[config.mk]
export PLATFORM = sky130hd
export DESIGN_NAME = ir_cmd_scheduler_flat
export DESIGN_NICKNAME = d
export VERILOG_FILES = /design/src/rtl/ir_cmd_scheduler_pkg.sv /design/src/rtl/ir_cmd_scheduler_if.sv /design/src/rtl/ir_cmd_fifo.sv /design/src/rtl/ir_cmd_scheduler.sv /design/src/flat_wrapper.sv
export SDC_FILE = /design/constraint.sdc
export NUM_CORES = 1
export LEC_CHECK = 0
export ABC_AREA = 1
export BUFFER_PORTS_ARGS = -buffer_cell sky130_fd_sc_hd__buf_4
export CORE_ASPECT_RATIO = 0.5
export CORE_MARGIN = 2
export CORE_UTILIZATION = 30
export CTS_CLUSTER_DIAMETER = 100
export DETAILED_ROUTE_END_ITERATION = 16
export PLACE_DENSITY_LB_ADDON = 0.2
export RECOVER_POWER = 50
export REMOVE_ABC_BUFFERS = 1
export SLEW_MARGIN = 5
export SYNTH_ARGS = -nofsm -noshare
export SYNTH_HDL_FRONTEND = slang
export SYNTH_SLANG_ARGS = --single-unit
[constraint.sdc]
create_clock -name clk -period 5.3 [get_ports clk]
set_input_delay 0.265 -clock clk [delete_from_list [all_inputs] [get_ports clk]]
set_output_delay 0.265 -clock clk [all_outputs]
set_load 0.03 [all_outputs]
[src/rtl/ir_cmd_scheduler_pkg.sv]
`default_nettype none
// ============================================================================
// Module   : ir_pkg
// Brief    : Shared types for the IR command scheduler (FSM states, event).
// Revision : 1.0 - initial release
// ============================================================================
package ir_pkg;

    localparam int c_NEC_BYTE_W = 8;

    typedef enum logic [1:0] {
        ST_IDLE        = 2'd0,
        ST_HELD_WAIT   = 2'd1,
        ST_HELD_REPEAT = 2'd2
    } state_e;

    typedef struct packed {
        logic                    is_repeat;
        logic [c_NEC_BYTE_W-1:0] cmd;
    } ir_event_t;

endpackage
`default_nettype wire

[src/rtl/ir_cmd_scheduler_if.sv]
`default_nettype none
// ============================================================================
// Module   : ir_cmd_scheduler_if
// Brief    : Frame-decoder inputs and key-event consumer handshake bundle.
// Revision : 1.0 - initial release
// ============================================================================
interface ir_cmd_scheduler_if;
    import ir_pkg::*;

    logic                    frame_valid;
    logic [c_NEC_BYTE_W-1:0] frame_addr;
    logic [c_NEC_BYTE_W-1:0] frame_cmd;
    logic                    frame_repeat;
    logic                    cmd_valid;
    logic                    cmd_ready;
    logic [c_NEC_BYTE_W-1:0] cmd_data;
    logic                    cmd_is_repeat;
    logic                    key_held;
    logic                    overflow;
    logic                    ovf_clear;

    modport master (
        output frame_valid, frame_addr, frame_cmd, frame_repeat, cmd_ready, ovf_clear,
        input  cmd_valid, cmd_data, cmd_is_repeat, key_held, overflow
    );

    modport slave (
        input  frame_valid, frame_addr, frame_cmd, frame_repeat, cmd_ready, ovf_clear,
        output cmd_valid, cmd_data, cmd_is_repeat, key_held, overflow
    );

endinterface
`default_nettype wire

[src/rtl/ir_cmd_fifo.sv]
`default_nettype none
// ============================================================================
// Module   : ir_cmd_fifo
// Brief    : Show-ahead event FIFO; a push into a full FIFO is taken when a
//            pop happens in the same cycle.
// Revision : 1.0 - initial release
// ============================================================================
module ir_cmd_fifo
    import ir_pkg::*;
#(
    parameter int DEPTH = 4
) (
    input  wire logic clk,
    input  wire logic rst_n,
    input  wire logic i_push,
    input  ir_event_t i_push_data,
    input  wire logic i_pop,
    output ir_event_t o_head,
    output logic      o_full,
    output logic      o_empty
);

    localparam int c_PTR_W = (DEPTH > 1) ? $clog2(DEPTH) : 1;

    ir_event_t          r_mem_q [DEPTH];
    logic [c_PTR_W-1:0] r_wr_ptr_q, w_wr_ptr_d;
    logic [c_PTR_W-1:0] r_rd_ptr_q, w_rd_ptr_d;
    logic [c_PTR_W:0]   r_count_q,  w_count_d;
    logic               w_do_push;
    logic               w_do_pop;

    assign o_empty   = (r_count_q == '0);
    assign o_full    = (r_count_q == (c_PTR_W+1)'(DEPTH));
    assign w_do_pop  = i_pop && !o_empty;
    assign w_do_push = i_push && (!o_full || w_do_pop);
    // Head reads as zero when empty so idle outputs match reset values.
    assign o_head    = o_empty ? '0 : r_mem_q[r_rd_ptr_q];

    always_comb begin
        w_wr_ptr_d = r_wr_ptr_q;
        w_rd_ptr_d = r_rd_ptr_q;
        w_count_d  = r_count_q;
        if (w_do_push) w_wr_ptr_d = r_wr_ptr_q + 1'b1;
        if (w_do_pop)  w_rd_ptr_d = r_rd_ptr_q + 1'b1;
        if (w_do_push && !w_do_pop)      w_count_d = r_count_q + 1'b1;
        else if (!w_do_push && w_do_pop) w_count_d = r_count_q - 1'b1;
    end

    always_ff @(posedge clk or negedge rst_n) begin
        if (!rst_n) begin
            r_wr_ptr_q <= '0;
            r_rd_ptr_q <= '0;
            r_count_q  <= '0;
        end else begin
            r_wr_ptr_q <= w_wr_ptr_d;
            r_rd_ptr_q <= w_rd_ptr_d;
            r_count_q  <= w_count_d;
        end
    end

    always_ff @(posedge clk) begin
        if (w_do_push) r_mem_q[r_wr_ptr_q] <= i_push_data;
    end

endmodule
`default_nettype wire

[src/rtl/ir_cmd_scheduler.sv]
`default_nettype none
// ============================================================================
// Module   : ir_cmd_scheduler
// Brief    : Filters NEC frames by address, tracks held keys, generates timed
//            auto-repeat events and buffers them toward the consumer.
// Revision : 1.0 - initial release
// ============================================================================
module ir_cmd_scheduler
    import ir_pkg::*;
#(
    parameter logic [7:0] ADDR          = 8'h00,
    parameter int         HOLD_TIMEOUT  = 6_000_000,
    parameter int         REPEAT_DELAY  = 25_000_000,
    parameter int         REPEAT_PERIOD = 5_000_000,
    parameter int         FIFO_DEPTH    = 4
) (
    input wire logic          clk,
    input wire logic          rst_n,
    ir_cmd_scheduler_if.slave bus
);

    localparam int c_MAX_T = (HOLD_TIMEOUT > REPEAT_DELAY)
        ? ((HOLD_TIMEOUT > REPEAT_PERIOD) ? HOLD_TIMEOUT : REPEAT_PERIOD)
        : ((REPEAT_DELAY > REPEAT_PERIOD) ? REPEAT_DELAY : REPEAT_PERIOD);
    localparam int c_CNT_W = $clog2(c_MAX_T) + 1;

    // Counters compare against N-1 so the terminal event lands on the Nth edge.
    localparam logic [c_CNT_W-1:0] c_HOLD_LAST   = c_CNT_W'(HOLD_TIMEOUT - 1);
    localparam logic [c_CNT_W-1:0] c_DELAY_LAST  = c_CNT_W'(REPEAT_DELAY - 1);
    localparam logic [c_CNT_W-1:0] c_PERIOD_LAST = c_CNT_W'(REPEAT_PERIOD - 1);

    state_e                  r_state_q,    w_state_d;
    logic [c_CNT_W-1:0]      r_hold_cnt_q, w_hold_cnt_d;
    logic [c_CNT_W-1:0]      r_rep_cnt_q,  w_rep_cnt_d;
    logic [c_NEC_BYTE_W-1:0] r_cmd_q,      w_cmd_d;
    logic                    r_ovf_q,      w_ovf_d;

    logic      w_accept;
    logic      w_push;
    ir_event_t w_push_data;
    ir_event_t w_head;
    logic      w_full;
    logic      w_empty;
    logic      w_pop;
    logic      w_drop;

    assign w_accept = bus.frame_valid && (bus.frame_addr == ADDR);

    always_comb begin
        w_state_d    = r_state_q;
        w_hold_cnt_d = r_hold_cnt_q;
        w_rep_cnt_d  = r_rep_cnt_q;
        w_cmd_d      = r_cmd_q;
        w_push       = 1'b0;
        w_push_data  = '0;

        if (w_accept) begin
            w_push                = 1'b1;
            w_push_data.is_repeat = 1'b0;
            w_push_data.cmd       = bus.frame_cmd;
            w_cmd_d               = bus.frame_cmd;
            w_hold_cnt_d          = '0;
            w_rep_cnt_d           = '0;
            w_state_d             = ST_HELD_WAIT;
        end else if (r_state_q != ST_IDLE) begin
            w_hold_cnt_d = bus.frame_repeat ? '0 : r_hold_cnt_q + 1'b1;
            w_rep_cnt_d  = r_rep_cnt_q + 1'b1;
            // A repeat code arriving on the timeout edge keeps the key held.
            if (!bus.frame_repeat && (r_hold_cnt_q == c_HOLD_LAST)) begin
                w_state_d    = ST_IDLE;
                w_hold_cnt_d = '0;
                w_rep_cnt_d  = '0;
            end else if ((r_state_q == ST_HELD_WAIT) && (r_rep_cnt_q == c_DELAY_LAST)) begin
                w_push                = 1'b1;
                w_push_data.is_repeat = 1'b1;
                w_push_data.cmd       = r_cmd_q;
                w_rep_cnt_d           = '0;
                w_state_d             = ST_HELD_REPEAT;
            end else if ((r_state_q == ST_HELD_REPEAT) && (r_rep_cnt_q == c_PERIOD_LAST)) begin
                w_push                = 1'b1;
                w_push_data.is_repeat = 1'b1;
                w_push_data.cmd       = r_cmd_q;
                w_rep_cnt_d           = '0;
            end
        end
    end

    assign w_pop   = !w_empty && bus.cmd_ready;
    assign w_drop  = w_push && w_full && !w_pop;
    assign w_ovf_d = w_drop ? 1'b1 : (bus.ovf_clear ? 1'b0 : r_ovf_q);

    always_ff @(posedge clk or negedge rst_n) begin
        if (!rst_n) begin
            r_state_q    <= ST_IDLE;
            r_hold_cnt_q <= '0;
            r_rep_cnt_q  <= '0;
            r_cmd_q      <= '0;
            r_ovf_q      <= 1'b0;
        end else begin
            r_state_q    <= w_state_d;
            r_hold_cnt_q <= w_hold_cnt_d;
            r_rep_cnt_q  <= w_rep_cnt_d;
            r_cmd_q      <= w_cmd_d;
            r_ovf_q      <= w_ovf_d;
        end
    end

    ir_cmd_fifo #(
        .DEPTH (FIFO_DEPTH)
    ) u_fifo (
        .clk         (clk),
        .rst_n       (rst_n),
        .i_push      (w_push),
        .i_push_data (w_push_data),
        .i_pop       (w_pop),
        .o_head      (w_head),
        .o_full      (w_full),
        .o_empty     (w_empty)
    );

    assign bus.cmd_valid     = !w_empty;
    assign bus.cmd_data      = w_head.cmd;
    assign bus.cmd_is_repeat = w_head.is_repeat;
    assign bus.key_held      = (r_state_q != ST_IDLE);
    assign bus.overflow      = r_ovf_q;

endmodule
`default_nettype wire

[src/flat_wrapper.sv]
// flat-port wrapper written by rule: the top's interface ports become plain ports
module ir_cmd_scheduler_flat import ir_pkg::*;
#(
    parameter logic [7:0] ADDR          = 8'h00,
    parameter int         HOLD_TIMEOUT  = 6_000_000,
    parameter int         REPEAT_DELAY  = 25_000_000,
    parameter int         REPEAT_PERIOD = 5_000_000,
    parameter int         FIFO_DEPTH    = 4
)
  (clk, rst_n, bus_frame_valid, bus_frame_addr, bus_frame_cmd, bus_frame_repeat, bus_cmd_ready, bus_ovf_clear, bus_cmd_valid, bus_cmd_data, bus_cmd_is_repeat, bus_key_held, bus_overflow);
  ir_cmd_scheduler_if bus_i ();
  input wire logic clk;
  input wire logic rst_n;
  input wire logic [$bits(bus_i.frame_valid)-1:0] bus_frame_valid;
  input wire logic [$bits(bus_i.frame_addr)-1:0] bus_frame_addr;
  input wire logic [$bits(bus_i.frame_cmd)-1:0] bus_frame_cmd;
  input wire logic [$bits(bus_i.frame_repeat)-1:0] bus_frame_repeat;
  input wire logic [$bits(bus_i.cmd_ready)-1:0] bus_cmd_ready;
  input wire logic [$bits(bus_i.ovf_clear)-1:0] bus_ovf_clear;
  output wire logic [$bits(bus_i.cmd_valid)-1:0] bus_cmd_valid;
  output wire logic [$bits(bus_i.cmd_data)-1:0] bus_cmd_data;
  output wire logic [$bits(bus_i.cmd_is_repeat)-1:0] bus_cmd_is_repeat;
  output wire logic [$bits(bus_i.key_held)-1:0] bus_key_held;
  output wire logic [$bits(bus_i.overflow)-1:0] bus_overflow;
  assign bus_i.frame_valid = bus_frame_valid;
  assign bus_i.frame_addr = bus_frame_addr;
  assign bus_i.frame_cmd = bus_frame_cmd;
  assign bus_i.frame_repeat = bus_frame_repeat;
  assign bus_i.cmd_ready = bus_cmd_ready;
  assign bus_i.ovf_clear = bus_ovf_clear;
  assign bus_cmd_valid = bus_i.cmd_valid;
  assign bus_cmd_data = bus_i.cmd_data;
  assign bus_cmd_is_repeat = bus_i.cmd_is_repeat;
  assign bus_key_held = bus_i.key_held;
  assign bus_overflow = bus_i.overflow;
  ir_cmd_scheduler #(.ADDR(ADDR), .HOLD_TIMEOUT(HOLD_TIMEOUT), .REPEAT_DELAY(REPEAT_DELAY), .REPEAT_PERIOD(REPEAT_PERIOD), .FIFO_DEPTH(FIFO_DEPTH)) u_core (.clk(clk), .rst_n(rst_n), .bus(bus_i));
endmodule
# After elaboration in Yosys (flattened, before gate mapping)

Memory sizes are Yosys's and may differ from the RTL's.
Cells that the tools add are included.

Bits in registers: 70
Latch bits: 0
Bits in writable memories: 36
ROM bits: 0
Bits of input ports: 22
Word-level logic and storage cells: 77
Memories: 1

Memory list:

| memory                | depth | width | rd ports | clocked after Yosys merged registers in | wr ports | RTL line          | text |
|---|---|---|---|---|---|---|---|
| u_core.u_fifo.r_mem_q | 4     | 9     | 1        | 0                                       | 1        | ir_cmd_fifo.sv:25 | `ir_event_t r_mem_q [DEPTH];` |

$add $sub $neg: 6
Multiply operators: 0
Divide/modulo/power cells: 0
Magnitude comparators: 0
Equal/unequal tests: 6
Shift operators: 0
Muxes and demuxes: 30
Bitwise gates (word level): 0
Reductions and logical operators: 26

Operators by type and width:

| operator                                                           | number |
|---|---|
| 26-bit two-way mux                                                 | 9 |
| 9-bit two-way mux                                                  | 6 |
| 26-bit by 1-bit adder with 26-bit output, second input constant    | 2 |
| 26-bit by 23-bit == test with 1-bit output, second input constant  | 2 |
| 26-bit by 25-bit == test with 1-bit output, second input constant  | 1 |
| 1-bit logical AND                                                  | 11 |
| 1-bit two-way mux                                                  | 9 |
| 8-bit zero test                                                    | 1 |
| 2-bit two-way mux                                                  | 4 |
| 2-bit nonzero test                                                 | 4 |
| 1-bit zero test                                                    | 6 |
| 3-bit two-way mux                                                  | 2 |
| 2-bit by 1-bit adder with 2-bit output, second input constant      | 2 |
| 3-bit by 1-bit adder with 3-bit output, second input constant      | 1 |
| 3-bit == test, second input constant                               | 1 |
| 3-bit zero test                                                    | 1 |
| 3-bit nonzero test                                                 | 1 |
| 3-bit by 1-bit subtractor with 3-bit output, second input constant | 1 |
| 2-bit by 1-bit == test with 1-bit output, second input constant    | 1 |
| 2-bit == test, second input constant                               | 1 |
| 2-bit AND reduction                                                | 1 |
| 1-bit logical OR                                                   | 1 |

# Logic depth before layout (Yosys ltp)

Gate-level depths: netlist of the first run.

Depth after elaboration: 12
Depth in mapped cells: 17
Gate-level depth less buffers: 17

# By module

From an unflattened synthesis of the first run, not the netlist that was laid out.

Cell total of the unflattened synthesis: 830
Area, all modules: 6208.5 sq um

By module, submodules not included:

| module           | times used | cells an instance | area each (sq um) | seq. area each (sq um) |
|---|---|---|---|---|
| ir_cmd_scheduler | 1          | 631               | 4237.8            | 1576.5 |
| ir_cmd_fifo      | 1          | 199               | 1970.6            | 1256.2 |

# Worst setup path before layout of the first run

No wires, ideal clock.

Path kind: reg-to-reg
Start: reg u_core.r_hold_cnt_q[0]
End: reg u_core.u_fifo.r_count_q[2]
Data arrival time: 2.329 ns
Required time: 5.169 ns
Path slack: 2.840 ns
Stages on the path, launching flop included: 17
Buffers on the path: 0
Cell sequence: dfrtp_1 > ha_1 > nand3_1 > inv_1 > nand3_1 > nor2_1 > nor2_1 > nand2_4 > nand2_4 > nand2_4 > inv_1 > ha_1 > inv_1 > fa_1 > a21oi_1 > o21ai_0 > xor2_1

Longest elaborated chain between the ends: 9

RTL lines:

| what                                         | RTL line                | text |
|---|---|---|
| start, declared                              | ir_cmd_scheduler.sv:33  | `logic [c_CNT_W-1:0] r_hold_cnt_q, w_hold_cnt_d;` |
| start signal, assigned                       | ir_cmd_scheduler.sv:101 | `r_hold_cnt_q <= w_hold_cnt_d;` |
| 26-bit by 23-bit == test with 1-bit output * | ir_cmd_scheduler.sv:69  | `if (!bus.frame_repeat && (r_hold_cnt_q == c_HOLD_LAST)) begin` |
| 1-bit logical AND *                          | ir_cmd_scheduler.sv:69  |  |
| 1-bit two-way mux *                          | ir_cmd_scheduler.sv:69  |  |
| 1-bit two-way mux *                          | ir_cmd_scheduler.sv:65  | `end else if (r_state_q != ST_IDLE) begin` |
| 1-bit two-way mux *                          | ir_cmd_scheduler.sv:57  | `if (w_accept) begin` |
| 1-bit logical AND *                          | ir_cmd_fifo.sv:35       | `assign w_do_push = i_push && (!o_full \|\| w_do_pop);` |
| via u_core.u_fifo.w_do_push                  | ir_cmd_fifo.sv:29       | `logic w_do_push;` |
| 1-bit zero test                              | ir_cmd_fifo.sv:46       | `else if (!w_do_push && w_do_pop) w_count_d = r_count_q - 1'b1;` |
| 1-bit logical AND                            | ir_cmd_fifo.sv:46       |  |
| 2-bit nonzero test (no source line)          | n/a                     |  |
| end signal, assigned                         | ir_cmd_fifo.sv:57       | `r_count_q <= w_count_d;` |
| end, declared                                | ir_cmd_fifo.sv:28       | `logic [c_PTR_W:0] r_count_q, w_count_d;` |

The timed path passes the listed nets; every way through them passes the cells marked *.
A chain may end at the register's enable or synchronous reset.

# Worst setup path after layout of the first run

Start: reg u_core.r_rep_cnt_q[0]
End: reg u_core.u_fifo.r_count_q[2]

Longest elaborated chain between the ends: 11

RTL lines:

| what                                       | RTL line                | text |
|---|---|---|
| start, declared                            | ir_cmd_scheduler.sv:34  | `logic [c_CNT_W-1:0] r_rep_cnt_q, w_rep_cnt_d;` |
| start signal, assigned                     | ir_cmd_scheduler.sv:102 | `r_rep_cnt_q <= w_rep_cnt_d;` |
| 26-bit by 23-bit == test with 1-bit output | ir_cmd_scheduler.sv:79  | `end else if ((r_state_q == ST_HELD_REPEAT) && (r_rep_cnt_q == c_PERIOD_LAST)) begin` |
| 1-bit logical AND                          | ir_cmd_scheduler.sv:79  |  |
| 1-bit two-way mux                          | ir_cmd_scheduler.sv:79  |  |
| 1-bit two-way mux *                        | ir_cmd_scheduler.sv:73  | `end else if ((r_state_q == ST_HELD_WAIT) && (r_rep_cnt_q == c_DELAY_LAST)) begin` |
| 1-bit two-way mux *                        | ir_cmd_scheduler.sv:69  |  |
| 1-bit two-way mux *                        | ir_cmd_scheduler.sv:65  |  |
| 1-bit two-way mux *                        | ir_cmd_scheduler.sv:57  |  |
| 1-bit logical AND *                        | ir_cmd_fifo.sv:35       |  |
| via u_core.u_fifo.w_do_push                | ir_cmd_fifo.sv:29       |  |
| 1-bit zero test                            | ir_cmd_fifo.sv:46       |  |
| 1-bit logical AND                          | ir_cmd_fifo.sv:46       |  |
| 2-bit nonzero test (no source line)        | n/a                     |  |

Marks and branches as above.

==> impl_metrics.csv, run 1 <==
group,metric,value,unit
die,start_util,0.306,
detailed_routing,vias_per_cell,4.61,
cells_and_area,drive_gt1_frac,0.105,
synth,synth_seq_cells,106,
die,io-pin-count,34,
detailed_routing,drc,0,
detailed_routing,routedWlPerCell,13.8,um
placed_design,gp_congestion,0.895,
worst_setup_path,cp-end-kind,"flip-flop",
synth,syn_avg_cell_area,7.87,sq um
cells_and_area,nets,814,
clocking,clockBufferDepth,2,
detailed_routing,first_iter_violations,267,
timing,final_hold_viol_count,0,
clocking,cts_resized,0,
worst_setup_path,path_max_fanout,9,
global_route,grt_overflow_total,0,
timing,finalSetupViolCount,0,
die,die_area,21000,sq um
synth,synthDistinctLibCells,37,
timing,clock_skew,0.00863,ns
global_route,grt_pass1_vias,4674,
cells_and_area,final_common_cell,"nand2_1",
timing,worst_pin_slew,1.12,ns
power_and_ir_drop,power_density,335,nW/um^2
synth,ys.warnings.count,0,
detailed_routing,drt-pass1-iter-count,8,
timing,period_share,0.621,
timing,rsz0062_at_grt,"false",
clocking,holdBufCountCts,0,
power_and_ir_drop,p_leak,2.86,nW
detailed_routing,ant_nets,0,
synth,ys_async_sr_fraction,0.660,
die,die_width,203,um
cells_and_area,antenna_cells,0,
power_and_ir_drop,ir_drop,0.000166,V
synth,synthesis.area,5950,sq um
timing,setup_tns,0,ns
timing,slew_headroom,0.245,
global_route,track_usage,0.146,
power_and_ir_drop,total_power,2.23,mW
cells_and_area,mostFrequentLayoutCells,"nand2_1 (171), nor2_1 (161), inv_1 (74)",
die,die_y,104,um
die,rows,36,
placed_design,dp_cells,1039,
placed_design,hpwlAfterDp,10.5,mm
outcome,outcome,"finished clean",
cells_and_area,synthToLayoutAreaGrowth,11.9,%
detailed_routing,vias,4866,
clocking,cts.reportedPaths.clkPinSlew,0.08,ns
worst_setup_path,critical_path_class,"flip-flop to flip-flop",
clocking,numCtsBuffers,9,
clocking,clock_sinks,106,
clocking,worstSkewPairLatency,0.35,ns
synth,synth_cells,756,
timing,slew_violations,0,
synth,ys_seq_area_frac,0.476,
clocking,root_buffer,"clkbuf_16",
worst_setup_path,start_kind,"flip-flop",
synth,synthFlopType,"dfrtp_1",
timing,layout_min_cycle_time,3.29,ns
die,core,19500,sq um
placed_design,placed_cell_area,6440,sq um
placed_design,portBuffers,33,
timing,clock.fmax,304,MHz
global_route,grt_antenna_before_repair,0,
detailed_routing,totalWireLength,14.6,mm
synth,synth_edf_count,36,
global_route,grt_pass1_wl,24.3,mm
flow_run,maxCapViolCount,0,
clocking,post_cts_buffers,0,
hold_path,min_path_type,"primary input to asynchronous set/reset pin",
global_route,grt_max_degree,71,
clocking,tritoncts,"done",
worst_setup_path,worstPathArrival,3.52,ns
cells_and_area,fin_cells,1055,
cells_and_area,design_area,6660,sq um
worst_setup_path,crit_required,5.53,ns
clocking,htree_levels,3,
registers in the layout, summed over array words and instances, names as in the netlist:
signal and count:
u_core.r_state_q 2, u_core.u_fifo.r_wr_ptr_q 2, u_core.bus.overflow 1, u_core.r_cmd_q 8
u_core.r_hold_cnt_q 26, u_core.u_fifo.r_mem_q 36, u_core.u_fifo.r_count_q 3, u_core.u_fifo.r_rd_ptr_q 2
u_core.r_rep_cnt_q 26
layer usage:
metal | vias up | GRT usage | part of all wire
met4 | 0 | 0.0282 | 0.0067
met2 | 83 | 0.227 | 0.45
met3 | 7 | 0.0258 | 0.045
li1 | 2483 | - | -
met1 | 2293 | 0.213 | 0.50
met5 | - | 0 | 0
area by class of cell:
| class | instances | area, sq um |
|---|---|---|
| inverter | 83 | 312 |
| tap | 266 | 333 |
| clock buffer | 9 | 225 |
| timing repair buffer | 33 | 236 |
| sequential | 106 | 2830 |
| fill | 2060 | 12800 |
| multi-input combinational | 551 | 2650 |
| clock inverter | 7 | 67.6 |
power breakdown:
group	internal (mW)	leakage, nW	switching, mW
Clock	0.331	0.145	0.336
Sequential	0.902	1.28	0.0918
Combinational	0.204	1.43	0.363
Total	1.44	2.86	0.791
logic make-up after synthesis:
logic type | after synthesis | synth area share
AO/OA/AOI/OAI | 74 | 0.0669
XOR/XNOR | 27 | 0.0397
adder cells (fa/ha/maj) | 8 | 0.0181
buffers and inverters | 99 | 0.0681
flip-flops | 106 | 0.476
multiplexers | 1 | 0.00189
AND/OR/NAND/NOR | 441 | 0.329
synth_stat cells, types with 2 or more instances:
master | number | area (sq um)
nand2_1 | 166 | 623
nor2_1 | 159 | 597
inv_1 | 74 | 278
dfrtp_1 | 70 | 1750
nand3_1 | 51 | 255
o21ai_0 | 42 | 210
edfxtp_1 | 36 | 1080
xor2_1 | 24 | 210
a21oi_1 | 17 | 85.1
nand4_1 | 17 | 106
nor2_2 | 11 | 68.8
nor3_1 | 10 | 50.1
o22ai_1 | 8 | 50.1
ha_1 | 7 | 87.6
inv_2 | 7 | 26.3
nand2_2 | 7 | 43.8
buf_2 | 6 | 30.0
clkbuf_1 | 5 | 18.8
nor2_4 | 5 | 56.3
nand2_4 | 4 | 45.0
buf_4 | 3 | 22.5
nand3_2 | 3 | 30.0
o21ai_1 | 3 | 15.0
xnor2_1 | 3 | 26.3
a31oi_1 | 2 | 12.5
buf_6 | 2 | 22.5
clkinv_1 | 2 | 7.51
nor3_2 | 2 | 20.0
nor3_4 | 2 | 32.5
final timing paths:
path | start | to | slack [ns] | depth (start not counted)
min | rst_n | u_core.r_hold_cnt_q[23] | 0.05 | 1
max | u_core.r_rep_cnt_q[0] | u_core.u_fifo.r_count_q[2] | 2.01 | 17
max reg2reg | u_core.r_rep_cnt_q[0] | u_core.u_fifo.r_count_q[2] | 2.01 | 17
max in group asynchronous | rst_n | u_core.r_state_q[1] | 4.67 | 1
min in group clk | bus_ovf_clear | u_core.bus.overflow | 0.10 | 2
min reg2reg | u_core.r_cmd_q[1] | u_core.r_cmd_q[1] | 0.49 | 2
stage by stage:
| step | setup WS, ns | util | hold slack [ns] |
|---|---|---|---|
| finish | 2.01 | 0.342 | 0.0480 |
| global route | 1.55 | 0.342 | 0.105 |
| CTS | 2.56 | 0.346 | 0.0831 |
| detailed placement | 2.53 | 0.331 | 0.469 |
| global placement | 2.60 | 0.331 | 0.455 |
| floorplan | 2.82 | - | -0.0306 |
worst max-delay path, cell delays in order, from the launching register on:
cell and delay (ns):
dfrtp_1 0.38, ha_1 0.17, nand2_1 0.05, nor2_1 0.24, nand2_2 0.10, nor2_1 0.24, nand3_1 0.19, nand2_2 0.12
nand2_1 0.22, nand2_1 0.20, nand2_1 0.20, inv_1 0.10, ha_1 0.14, inv_1 0.06, fa_1 0.37, a21oi_1 0.14
o21ai_0 0.11, xor2_1 0.15
Note: power is estimated with default switching activity, not from simulation.
==> run 2, diff against run 1 <==
Clock period 5.3 ns to 3.31 ns, I/O delays scaled along.
==> impl_metrics.csv, run 2 (same netlist as run 1, synthesis figures left out) <==
group,metric,value,unit
global_route,grt_use_met3,0.0280,
cells_and_area,finish.utilization,0.347,
die,die_area,21000,sq um
power_and_ir_drop,power_density,528,nW/um^2
cells_and_area,max_flop_register,"u_core.u_fifo.r_mem_q",
cells_and_area,nets,824,
global_route,track_usage,0.145,
cells_and_area,final_common_cell,"nand2_1",
clocking,root_buffer,"clkbuf_16",
global_route,grt_overflow_total,0,
detailed_routing,vias,4867,
placed_design,dpl_worst_slack,0.622,ns
power_and_ir_drop,p_clk_frac,0.298,
outcome,violations,"max-capacitance violations, max-slew violations",
placed_design,portBuffers,33,
detailed_routing,drt-pass1-iter-count,4,
global_route,met2_usage,0.225,
detailed_routing,vias_per_cell,4.57,
worst_setup_path,path_common_cell,"nand2_4",
worst_setup_path,max_stage_delay,0.37,ns
worst_setup_path,worstPathArrival,3.08,ns
global_route,use_met1,0.209,
clocking,clockBufferDepth,2,
global_route,grt_max_degree,71,
worst_setup_path,start_kind,"flip-flop",
detailed_routing,routedWlPerCell,13.5,um
power_and_ir_drop,ir_drop,0.000220,V
timing,rsz0062_at_grt,"false",
timing,finalSetupViolCount,0,
flow_run,maxCapViolCount,1,
timing,setup_tns,0,ns
timing,clock.fmax,351,MHz
timing,layout_min_cycle_time,2.85,ns
placed_design,dp_cells,1048,
worst_setup_path,cp-end-kind,"flip-flop",
placed_design,placed_cell_area,6500,sq um
cells_and_area,design_area,6760,sq um
clocking,tritoncts,"done",
cells_and_area,fin_cells,1065,
clocking,numCtsBuffers,9,
timing,clock_skew,0.00774,ns
detailed_routing,ant_nets,0,
cells_and_area,mostFrequentLayoutCells,"nand2_1 (167), nor2_1 (160), inv_1 (75)",
power_and_ir_drop,p_int,2.31,mW
power_and_ir_drop,p_seq_frac,0.440,
die,rows,36,
timing,slew_violations,71,
power_and_ir_drop,pwr-share-comb,0.262,
clocking,clock_sinks,106,
placed_design,hpwlAfterDp,10.4,mm
detailed_routing,drc,0,
die,start_util,0.306,
cells_and_area,antenna_cells,0,
die,die_y,104,um
worst_setup_path,timing.rr.start,"u_core.r_rep_cnt_q[0]",
cells_and_area,drive_gt1_frac,0.118,
detailed_routing,first_iter_violations,308,
timing,worst_pin_slew,1.83,ns
timing,period_share,0.860,
global_route,grt_pass1_vias,4709,
worst_setup_path,crit_required,3.54,ns
timing,final_hold_viol_count,0,
global_route,busiest_layer,"met2",
cells_and_area,largest_reg_flops,36,
cells_and_area,reg_top3,"u_core.u_fifo.r_mem_q: 36 flops, u_core.r_hold_cnt_q: 26 flops, u_core.r_rep_cnt_q: 26 flops",
worst_setup_path,critical_path_class,"flip-flop to flip-flop",
hold_path,min_path_type,"primary input to flip-flop",
power_and_ir_drop,switchingPower,1.26,mW
timing,slew_headroom,-0.219,
clocking,worstSkewPairLatency,0.35,ns
outcome,outcome,"finished, violations left",
cells_and_area,synthToLayoutAreaGrowth,13.6,%
clocking,htree_levels,3,
worst_setup_path,startpoint,"u_core.r_rep_cnt_q[0]",
die,die_width,203,um
die,core,19500,sq um
worst_setup_path,path_max_fanout,9,
hold_path,min_from,"bus_ovf_clear",
worst_setup_path,path_cells,"ha_1 > nand2_1 > nor2_4 > nand2_2 > nor2_1 > nand3_1 > nand2_2 > nand2_4 > nand2_4 > nand2_4 > inv_1 > ha_1 > inv_1 > fa_1 > a21oi_1 > o21ai_0 > xor2_1",
power_and_ir_drop,p_leak,2.91,nW
placed_design,gp_congestion,0.839,
global_route,grt_pass1_wl,24.4,mm
worst_setup_path,cp_slowest_cell,"dfrtp_1",
timing,finalWorstSetupSlack,0.464,ns
global_route,grt_antenna_before_repair,0,
power_and_ir_drop,swShare,0.353,
die,io-pin-count,34,
clocking,cts.reportedPaths.clkPinSlew,0.08,ns
detailed_routing,totalWireLength,14.4,mm
-- run 2: cell count changes in the layout (fill, tap and decap cells not counted), moves of 2 or more --
cell / before / now
buf_4: 29 / 34
clkbuf_1: 3 / 6
clkbuf_2: 0 / 2
nand2_1: 171 / 167
nand2_4: 1 / 4
-- run 2: what timing repair did --
item | in CTS | in global routing
hold buffers | 1 | 0
gates resized for setup | 0 | 0
hold endpoints to repair | 10 | 0
setup buffers | 0 | 0
-- run 2: per-layer routing --
layer  vias up  wire length, um
met5         -                0
met2        80             6560
met4         0              100
li1       2505                -
met3         7              438
met1      2275             7330
-- run 2: path summary, 6_finish.rpt --
kind	slack, ns	cells past startpoint	to
setup / recovery	0.46	17	u_core.u_fifo.r_count_q[2]
hold / removal	0.02	2	u_core.bus.overflow
setup reg to reg	0.46	17	u_core.u_fifo.r_count_q[2]
hold reg to reg	0.48	2	u_core.r_cmd_q[3]
max in group asynchronous	1.39	2	u_core.r_rep_cnt_q[19]
min in group asynchronous	0.85	2	u_core.r_hold_cnt_q[21]
-- run 2: metrics by stage --
stage | hold slack [ns] | power [mW]
floorplan | -0.130 | 2.20
global route | 0.0150 | 3.80
finish | 0.0170 | 3.57
global placement | 0.368 | 2.54
CTS | 0.0130 | 3.63
detailed placement | 0.375 | 2.56
-- run 2: cell type report --
cell class / count / area [sq um]
clock inverters: 6 / 61.3
multi-input cells: 551 / 2690
fillers: 2036 / 12700
repair buffers: 43 / 302
clock buffers: 10 / 229
well taps: 266 / 333
inverters: 83 / 312
flip-flops and latches: 106 / 2830
-- run 2: worst max-delay path: cells and delay by family, from the launching register on --
family / cells / cell delay, ns
buffers and inverters: 2 / 0.13
AOI/OAI and AO/OA: 2 / 0.25
and+or+nand+nor: 9 / 1.16
adders and majority gates: 3 / 0.67
xor gates and xnor gates: 1 / 0.15
DFF: 1 / 0.37
-- run 2: power by group through the flow --
stage               combinational, mW  sequential (mW)  clock (mW)
floorplan                       0.624             1.57           0
global placement                0.948             1.59           0
detailed placement              0.956             1.60           0
CTS                             0.959             1.57        1.10
global route                     1.05             1.59        1.16
finish                          0.933             1.57        1.06
==> run 3, diff against run 2 <==
--- a/config.mk
+++ b/config.mk
@@ -8,2 +8,3 @@
 export ABC_AREA = 1
+export ABC_CLOCK_PERIOD_IN_PS = 3310
 export BUFFER_PORTS_ARGS = -buffer_cell sky130_fd_sc_hd__buf_4
==> constraint.sdc (replaced) <==
create_clock -name clk -period 3.31 [get_ports clk]
set_input_delay 0.8275 -clock clk [delete_from_list [all_inputs] [get_ports clk]]
set_output_delay 0.8275 -clock clk [all_outputs]
set_load 0.03 [all_outputs]
==> impl_metrics.csv, run 3 (same netlist as run 1, synthesis figures left out) <==
group,metric,value,unit
outcome,outcome,"finished, violations left",
outcome,violations,"max-capacitance violations, max-slew violations",
global_route,grt_max_degree,71,
detailed_routing,first_iter_violations,392,
detailed_routing,totalWireLength,14.9,mm
global_route,met2_usage,0.217,
global_route,track_usage,0.147,
placed_design,hpwlAfterDp,10.7,mm
cells_and_area,synthToLayoutAreaGrowth,13.8,%
cells_and_area,nets,824,
timing,setup_tns,0,ns
cells_and_area,drive_gt1_frac,0.120,
global_route,busiest_layer,"met1",
timing,worst_pin_slew,1.83,ns
timing,clock_skew,0.0103,ns
flow_run,maxCapViolCount,1,
die,start_util,0.306,
clocking,cts_resized,0,
timing,layout_min_cycle_time,2.89,ns
worst_setup_path,crit_required,2.48,ns
power_and_ir_drop,ir_drop,0.000231,V
cells_and_area,reg_top3,"u_core.u_fifo.r_mem_q: 36 flops, u_core.r_hold_cnt_q: 26 flops, u_core.r_rep_cnt_q: 26 flops",
clocking,htree_levels,3,
worst_setup_path,critical_path_class,"flip-flop to output pin",
detailed_routing,drc,0,
clocking,root_buffer,"clkbuf_16",
global_route,grt_antenna_before_repair,0,
timing,rsz0062_at_grt,"false",
clocking,tritoncts,"done",
cells_and_area,largest_reg_flops,36,
timing,slew_headroom,-0.219,
worst_setup_path,cp-end-kind,"output pin",
power_and_ir_drop,p_clk_frac,0.298,
global_route,grt_overflow_total,0,
clocking,post_cts_buffers,0,
power_and_ir_drop,swShare,0.352,
global_route,grt_pass1_wl,24.4,mm
hold_path,min_path_type,"flip-flop to flip-flop",
timing,period_share,0.873,
worst_setup_path,worstPathArrival,2.06,ns
timing,finalSetupViolCount,0,
die,rows,36,
timing,slew_violations,71,
timing,clock.fmax,346,MHz
placed_design,portBuffers,33,
timing,final_hold_viol_count,0,
power_and_ir_drop,p_leak,2.92,nW
power_and_ir_drop,power_density,527,nW/um^2
global_route,grt_pass1_vias,4634,
power_and_ir_drop,switchingPower,1.26,mW
cells_and_area,mostFrequentLayoutCells,"nand2_1 (169), nor2_1 (160), inv_1 (75)",
clocking,worstSkewPairLatency,0.35,ns
die,core,19500,sq um
global_route,grt_use_met3,0.0271,
power_and_ir_drop,total_power,3.57,mW
power_and_ir_drop,p_seq_frac,0.438,
worst_setup_path,start_kind,"flip-flop",
clocking,numCtsBuffers,9,
detailed_routing,routedWlPerCell,13.9,um
cells_and_area,antenna_cells,0,
worst_setup_path,path_max_fanout,10,
detailed_routing,drt-pass1-iter-count,7,
die,die_y,104,um
clocking,clockBufferDepth,2,
global_route,use_met1,0.219,
power_and_ir_drop,pwr-share-comb,0.265,
detailed_routing,vias_per_cell,4.61,
cells_and_area,max_flop_register,"u_core.u_fifo.r_mem_q",
placed_design,gp_congestion,0.849,
cells_and_area,final_common_cell,"nand2_1",
clocking,clock_sinks,106,
clocking,holdBufCountCts,0,
die,io-pin-count,34,
die,die_area,21000,sq um
detailed_routing,vias,4905,
clocking,cts.reportedPaths.clkPinSlew,0.07,ns
power_and_ir_drop,p_int,2.32,mW
detailed_routing,ant_nets,0,
die,die_width,203,um
run 3: critical path: stages (launching register included):
cell,delay (ns)
dfrtp_1,0.59
clkinv_1,0.43
nor2_1,0.18
o21ai_0,0.09
a21oi_1,0.21
buf_4,0.20
run 3: layer usage:
metal	up-vias	wire [um]
met1	2298	7820
met5	-	0
li1	2502	-
met3	14	636
met4	0	204
met2	91	6190
run 3: final timing paths:
kind | depth (start not counted) | slack, ns | end | startpoint
max reg2reg | 17 | 0.53 | u_core.u_fifo.r_count_q[2] | u_core.r_rep_cnt_q[0]
max | 5 | 0.42 | bus_cmd_data[6] | u_core.u_fifo.r_rd_ptr_q[1]
min in group asynchronous | 1 | 0.98 | u_core.r_hold_cnt_q[17] | rst_n
min reg2reg | 2 | 0.49 | u_core.r_cmd_q[3] | u_core.r_cmd_q[3]
min | 2 | 0.49 | u_core.r_cmd_q[3] | u_core.r_cmd_q[3]
max in group asynchronous | 1 | 1.26 | u_core.r_rep_cnt_q[1] | rst_n
run 3: final cells by class:
class	count	area, sq um
Clock buffer	10	229
Timing Repair Buffer	43	309
Sequential cell	106	2830
Fill cell	2040	12700
Inverter	83	312
Multi-Input combinational cell	551	2700
Clock inverter	6	61.3
Tap cell	266	333
run 3: per-stage QoR:
stage	hold slack [ns]	utilization	instance area (sq um)	instances	setup slack, ns
global route	0.513	0.348	6770	1065	0.185
detailed placement	0.470	0.335	6510	1049	0.372
floorplan	0.449	-	5860	740	0.580
finish	0.487	0.348	6770	1065	0.420
CTS	0.488	0.350	6800	1065	0.389
global placement	0.464	0.335	6510	1049	0.421
run 3: power groups by stage:
stage,clock [mW],combinational (mW),sequential [mW]
2_1_floorplan,0,0.624,1.57
3_3_place_gp,0,0.946,1.59
3_5_place_dp,0,0.962,1.59
4_1_cts,1.10,0.967,1.57
5_1_grt,1.14,1.07,1.59
6_report,1.06,0.946,1.56
